File: src/rtl/bus_rr_arbiter.sv
// Round-robin arbiter for the shared address/data bus with an address-phase timeout.
// Optional saturating error counter is enabled by defining ARB_ERR_CNT_EN.
module bus_rr_arbiter #(
   parameter int DEVICE_MAX_NUMBER = 4,
   parameter int CLK_MAX_TIMEOUT   = 10
) (
   input  logic                         clk,
   input  logic                         rst_n,
   input  logic [DEVICE_MAX_NUMBER-1:0] barq_i,
   output logic [DEVICE_MAX_NUMBER-1:0] bagd_o,
   output logic                         target_ready_o,
   input  logic                         address_valid_i,
   output logic                         data_strobe_o,
   output logic                         error_o,
   output logic                         busy_o
`ifdef ARB_ERR_CNT_EN
   ,
   input  logic                         err_clr_i,
   output logic [7:0]                   err_count_o
`endif
);

   localparam int PW = (DEVICE_MAX_NUMBER > 1) ? $clog2(DEVICE_MAX_NUMBER) : 1;

   typedef enum logic [2:0] {
      S_IDLE    = 3'd0,
      S_ADDR    = 3'd1,
      S_DATA    = 3'd2,
      S_RELEASE = 3'd3,
      S_ERROR   = 3'd4
   } state_t;

   state_t                       r_state;
   state_t                       w_state_nxt;
   logic [DEVICE_MAX_NUMBER-1:0] r_bagd;
   logic [DEVICE_MAX_NUMBER-1:0] w_bagd_nxt;
   logic [PW-1:0]                r_ptr;
   logic [PW-1:0]                w_ptr_nxt;
   logic [7:0]                   r_cnt;
   logic [7:0]                   w_cnt_nxt;
   logic                         r_tready;
   logic                         r_strobe;
   logic                         r_error;
   logic                         r_busy;
   logic [PW-1:0]                w_sel_idx;
   logic                         w_sel_vld;
   logic [PW:0]                  w_sum;
   logic [PW:0]                  w_idx;
   logic [DEVICE_MAX_NUMBER-1:0] w_onehot;

   // Search upward from pointer+1; iterating downward lets the nearest requester win last.
   always_comb begin
      w_sel_idx = r_ptr;
      w_sel_vld = 1'b0;
      w_sum     = '0;
      w_idx     = '0;
      for (int i = DEVICE_MAX_NUMBER; i >= 1; i--) begin
         w_sum     = {1'b0, r_ptr} + (PW+1)'(i);
         w_idx     = (w_sum >= (PW+1)'(DEVICE_MAX_NUMBER)) ?
                     (w_sum - (PW+1)'(DEVICE_MAX_NUMBER)) : w_sum;
         w_sel_vld = w_sel_vld | barq_i[w_idx[PW-1:0]];
         w_sel_idx = barq_i[w_idx[PW-1:0]] ? w_idx[PW-1:0] : w_sel_idx;
      end
      w_onehot = {{(DEVICE_MAX_NUMBER-1){1'b0}}, 1'b1} << w_sel_idx;
   end

   // Next-state, grant, pointer and timeout counter.
   always_comb begin
      w_state_nxt = r_state;
      w_bagd_nxt  = r_bagd;
      w_ptr_nxt   = r_ptr;
      w_cnt_nxt   = r_cnt;
      case (r_state)
         S_IDLE: begin
            if (w_sel_vld) begin
               w_state_nxt = S_ADDR;
               w_bagd_nxt  = w_onehot;
               w_ptr_nxt   = w_sel_idx;
               w_cnt_nxt   = 8'd1;
            end else begin
               w_state_nxt = S_IDLE;
               w_bagd_nxt  = '0;
               w_cnt_nxt   = 8'd0;
            end
         end
         S_ADDR: begin
            if ((barq_i & r_bagd) == '0) begin
               w_state_nxt = S_RELEASE;
               w_bagd_nxt  = '0;
               w_cnt_nxt   = 8'd0;
            end else if (address_valid_i) begin
               w_state_nxt = S_DATA;
            end else if (r_cnt == 8'(CLK_MAX_TIMEOUT)) begin
               w_state_nxt = S_ERROR;
               w_bagd_nxt  = '0;
               w_cnt_nxt   = 8'd0;
            end else begin
               w_cnt_nxt   = r_cnt + 8'd1;
            end
         end
         S_DATA: begin
            w_state_nxt = S_RELEASE;
            w_bagd_nxt  = '0;
            w_cnt_nxt   = 8'd0;
         end
         S_RELEASE: begin
            w_state_nxt = S_IDLE;
            w_bagd_nxt  = '0;
            w_cnt_nxt   = 8'd0;
         end
         S_ERROR: begin
            w_state_nxt = S_IDLE;
            w_bagd_nxt  = '0;
            w_cnt_nxt   = 8'd0;
         end
         default: begin
            w_state_nxt = S_IDLE;
            w_bagd_nxt  = '0;
            w_cnt_nxt   = 8'd0;
         end
      endcase
   end

   // State register; outputs are registered copies decoded from the next state.
   always_ff @(posedge clk or negedge rst_n) begin
      if (!rst_n) begin
         r_state  <= S_IDLE;
         r_bagd   <= '0;
         r_ptr    <= PW'(DEVICE_MAX_NUMBER - 1);
         r_cnt    <= 8'd0;
         r_tready <= 1'b0;
         r_strobe <= 1'b0;
         r_error  <= 1'b0;
         r_busy   <= 1'b0;
      end else begin
         r_state  <= w_state_nxt;
         r_bagd   <= w_bagd_nxt;
         r_ptr    <= w_ptr_nxt;
         r_cnt    <= w_cnt_nxt;
         r_tready <= (w_state_nxt == S_ADDR) || (w_state_nxt == S_DATA);
         r_strobe <= (w_state_nxt == S_DATA);
         r_error  <= (w_state_nxt == S_ERROR);
         r_busy   <= (w_state_nxt != S_IDLE);
      end
   end

   assign bagd_o         = r_bagd;
   assign target_ready_o = r_tready;
   assign data_strobe_o  = r_strobe;
   assign error_o        = r_error;
   assign busy_o         = r_busy;

`ifdef ARB_ERR_CNT_EN
   logic [7:0] r_err_cnt;

   // Saturating count of timeouts; clear beats increment.
   always_ff @(posedge clk or negedge rst_n) begin
      if (!rst_n) begin
         r_err_cnt <= 8'd0;
      end else if (err_clr_i) begin
         r_err_cnt <= 8'd0;
      end else if ((w_state_nxt == S_ERROR) && (r_state == S_ADDR) && (r_err_cnt != 8'd255)) begin
         r_err_cnt <= r_err_cnt + 8'd1;
      end else begin
         r_err_cnt <= r_err_cnt;
      end
   end

   assign err_count_o = r_err_cnt;
`endif

endmodule

File: config.mk
export PLATFORM = sky130hd
export DESIGN_NAME = bus_rr_arbiter
export DESIGN_NICKNAME = d
export VERILOG_FILES = /design/src/rtl/bus_rr_arbiter.sv
export SDC_FILE = /design/constraint.sdc
export NUM_CORES = 1
export LEC_CHECK = 0
export CAP_MARGIN = 15
export CORE_MARGIN = 2
export CORE_UTILIZATION = 45
export DETAILED_ROUTE_END_ITERATION = 10
export DONT_BUFFER_PORTS = 1
export SLEW_MARGIN = 20
export SYNTH_ARGS = -nofsm -noshare
export SYNTH_HDL_FRONTEND = slang
export SYNTH_SLANG_ARGS = --single-unit
File: constraint.sdc
create_clock -name clk -period 4.26 [get_ports clk]
set_input_delay 0.213 -clock clk [delete_from_list [all_inputs] [get_ports clk]]
set_output_delay 0.213 -clock clk [all_outputs]
set_load 0.03 [all_outputs]
Word level (Yosys, flattened, before mapping). Index checks and enable logic that the tools add are counted.

Output and inout port bits: 8. Input bits: 7. Bits in registers: 21.

Shifts and indexed selects: 1. Equal/unequal tests: 8. Add/subtract/negate cells: 9. Reduce and logical (&&, ||, !) cells: 6. Bitwise operators: 4. Muxes and demuxes: 31. Magnitude comparators: 8.

Operators by type and width (count): $mux 8 (3); $mux 2 (8); $mux 4 (4); $pmux 8 s2 (1); $ge 3x3->1 const B (4); $lt 2x3->1 const B (4); $mux 3 (3); $pmux 3 s3 (1); $add 8x1->8 const B (1); $bmux 1 s2 (4); $eq 8x4->1 const B (1); $pmux 4 s2 (1); $sub 2x1->2 const B (4); $add 2x2->3 const B (2); $eq 3x1->1 const B (2); $eq 3x2->1 const B (2); $mux 1 (6); $ne 3x3->1 const B (2); $and 4x4->4 (1); $logic_not 4->1 (1); $reduce_and 2->1 (2); $shl 1x2->4 const A (1); $add 2x1->3 const B (1); $add 2x3->3 const B (1); 5 further kinds (7).

Logic depth before layout (Yosys ltp).
Depth in word-level cells: 12. Depth in mapped cells: 6.

Worst setup path before layout. Ideal clock, no wire load.

Path type: reg2reg. Start: register r_cnt[0]. End: register r_cnt[6]. Buffers on the path: 0. Slack: 2654 ps. Required time: 4187 ps. Setup time: 73 ps. Period minus slack after synthesis: 1606 ps. Cell stages (with the launch flop): 7. Arrival: 1533 ps. Path through: dfrtp_1 -> inv_1 -> ha_1 -> nor3b_1 -> and2_4 -> or4_4 -> a21oi_2.

Word-level cells in the longest chain between the ends: 5. Elaborated cells between the ends (all ways): 6.

RTL lines: start, declared (line 39) `logic [7:0] r_cnt;`; start signal, assigned (line 139) `r_cnt <= w_cnt_nxt;`; $add 8x1->8 or $eq 8x4->1 (tied branches) (line 98, 93); $mux 8 (*) (line 93) `end else if (r_cnt == 8'(CLK_MAX_TIMEOUT)) begin`; $mux 8 (*) (line 91) `end else if (address_valid_i) begin`; $mux 8 (*) (line 87) `if ((barq_i & r_bagd) == '0) begin`; $pmux 8 s2 (*) (line 73) `case (r_state)`.

Mark *: on every way between the ends. The rest lies on a longest branch, timed or not. The select of a mux whose other input is x is not followed. A chain may end at the register's enable or synchronous reset.

Worst setup path in the final report.
Start: register r_bagd[0] (netlist: bagd_o[0]). End: register r_bagd[1] (netlist: bagd_o[1]).

Word-level cells in the longest chain between the ends: 4. Elaborated cells between the ends (all ways): 7.

RTL lines: start, declared (line 35) `logic [DEVICE_MAX_NUMBER-1:0] r_bagd;`; start signal, assigned (line 137) `r_bagd <= w_bagd_nxt;`; $and 4x4->4 (*) (line 87); $logic_not 4->1 (*) (line 87); $mux 4 or $ne 3x3->1 (tied branches); $pmux 4 s2 or $reduce_and 2->1 (tied branches).

Mark *: on every way between the ends. The rest lies on a longest branch, timed or not.

==> reports/results.tsv <==
stage	metric	value	unit
run_status	status	finished, final reports clean	
global_route	initial antenna violation count	0	
timing	worst slew pin tran	925	ps
die	Core Area	2280	um^2
drt	Post-Route WL	2090	um
clocking	Root Buffer	clkbuf_4	
cells_and_area	flip-flop and latch area	528	um^2
yosys	area share of the largest cell type after synthesis	42.9	%
yosys	Synth async-reset ratio	100	%
cells_and_area	Layout Cell Area excl Fill	1180	um^2
timing	Hold Vio Cnt, Final	0	
yosys	Synthesized Nets	119	
die	row count	17	
drt	routed length per instance	14.7	um
worst_setup_path	Max FO, Critical Path	7	
cells_and_area	synthesis-to-layout area growth	6.89	%
timing	RSZ-0062 raised after global routing	false	
power_and_ir_drop	Power Dens Cells	510	nW/um^2
worst_setup_path	CP arrival	2050	ps
drt	# DRC	0	
timing	skew final	8.90	ps
yosys	most common cell in the synthesized netlist	dfrtp_1	
clocking	Inserted Clock Buffers	3	
clocking	Worst-path clk slew	110	ps
global_route	first-pass GRT wire length	3490	um
drt	Avg Vias per Cell	5.73	
yosys	EDFF count, synth	0	
yosys	Synth Register Bits	21	
timing	period utilization	43.5	%
yosys	Synth Instances	110	
cells_and_area	layout cells sized above 1	12.3	%
global_route	largest net degree at the start of global routing	22	
worst_setup_path	critical path required time	4460	ps
yosys	Synth top cells by count	dfrtp_1, nor2_1, nand2_1	
clocking	htree depth	1	
yosys	synthesized cell area	1110	um^2
timing	Setup TNS Final	0	ps
place	post-placement cell area	1130	um^2
cells_and_area	area used by multi-input combinational logic	551	um^2
timing	Pins Over Slew Limit	0	
die	initial core utilization	48.7	%
die	die width	53.6	um
run	Max Cap Violations	0	
global_route	vias in the first global route	742	
drt	DRT Pass-1 Iters	4	
die	io pins	15	
yosys	Synth Warn #	0	
global_route	GRT overflow	0	
clocking	clk sinks	21	
cells_and_area	Post-Route Utilization	52.0	%
cells_and_area	final net count	124	
yosys	synth unique cells	44	
die	Die Span Y	53.6	um
yosys	Primary FF master, synth	dfrtp_1	
yosys	sequential area share after synthesis	47.7	%
drt	initial DRC count	26	
yosys	main area contributors after synthesis	dfrtp_1, dfstp_2, a21oi_1, nor2_1, nand2_1	
power_and_ir_drop	Leak	0.495	nW
power_and_ir_drop	total power	0.604	mW
clocking	clk buf depth	2	
timing	endpoints failing setup	0	
place	post-DP HPWL	1480	um
worst_setup_path	critical path type	reg2reg	
cells_and_area	Ant. Diodes	0	
power_and_ir_drop	Peak VDD IR	0.310	mV
timing	Slew HR	38.1	%
clocking	setup bufs post-CTS	0	
clocking	CTS tree	yes	
drt	Routed Antenna Nets	0	
clocking	Worst-Skew Late Latency	310	ps
place	IO buf count	0	
yosys	syn_area_per_cell	10.1	um^2
place	global placement routability congestion	0.771	
worst_setup_path	Critical Path Source Type	register	
worst_setup_path	Worst Setup End Kind	register	
yosys	leading area contributor after synthesis	dfrtp_1	
hold_path	worst min path class	in2reg	
cells_and_area	FILL cells	207	
die	Die ar.	2870	um^2
timing	Period minus WS final	1850	ps
global_route	overall routing resource usage	17.0	%
timing	Max Clk Rate	539	MHz
drt	DR vias	813	
[layer usage]
layer  track usage, %  routed length (um)  part of all wire (%)
met4             3.85                  15                  0.72
met5                0                   0                     0
met2             22.8                 876                    42
met3             6.67                 106                   5.1
met1             25.4                1090                    52
[path summary, 6_finish.rpt]
kind	start	end	slack [ps]	depth (start not counted)
worst min-delay path	address_valid_i	r_cnt[1]	30	2
max in group asynchronous	rst_n	bagd_o[0]	3220	1
worst min register to register	r_ptr[1]	r_ptr[1]	530	2
min in group asynchronous	rst_n	error_o	480	1
worst max register to register	bagd_o[0]	bagd_o[1]	2410	4
worst max-delay path	bagd_o[0]	bagd_o[1]	2410	4
[placed cells by master (no fill, tap or decap), types with 4 or more instances in the layout]
cell type  Yosys  final
a21oi_1        7      7
nand2_1        8      8
nor2_1         9      9
nor3_1         4      4
nand3_1        4      4
dfrtp_1       19     19
[power breakdown]
| group | leakage, nW | switching, mW | internal [mW] |
|---|---|---|---|
| sequential | 0.275 | 0.0893 | 0.249 |
| clock | 0.0177 | 0.0598 | 0.0350 |
| combinational | 0.203 | 0.0862 | 0.0842 |
| total | 0.495 | 0.235 | 0.369 |
[flip-flops by register name, indices dropped and copies added, names as in the netlist]
signal and cells:
bagd_o 4, busy_o 1, data_strobe_o 1, error_o 1, r_cnt 8, r_ptr 2, r_state 3, target_ready_o 1
[through the flow]
step | hold slack (ps) | std cells | worst slack, ps
detailed placement | -82.1 | 135 | 2050
floorplan | -82.6 | 110 | 2650
global placement | -82.1 | 135 | 2090
CTS | 24.6 | 141 | 2000
global route | 29.3 | 142 | 2300
finish | 34.6 | 142 | 2410
[critical path, stage by stage, from the launching register on]
cell	delay [ps]
dfrtp_1	520
a22o_1	270
o211ai_1	500
a21oi_1	200
a22o_1	270
[cell families after synthesis]
group / count (synthesis) / synth area share, %
fa+ha+maj: 2 / 2.26
compound gates: 29 / 17.9
buf+inv: 7 / 2.60
simple gates: 45 / 24.4
mux: 3 / 2.82
flops: 21 / 47.7
xor+xnor: 3 / 2.37
[cell type report]
type                    count  share of cell area (%)
multi-input cells          82                    46.5
flip-flops and latches     21                    44.6
well taps                  28                    2.96
repair buffers              3                    2.33
clock buffers               3                    1.90
inverters                   4                    1.27
clock inverters             1                   0.423
[repair_timing]
item	in CTS	in global routing
resized for setup	0	0
hold endpoints to repair	23	0
hold buffers	2	0
setup endpoints to repair	0	0
No activity file was read; power rests on OpenSTA's default activity.
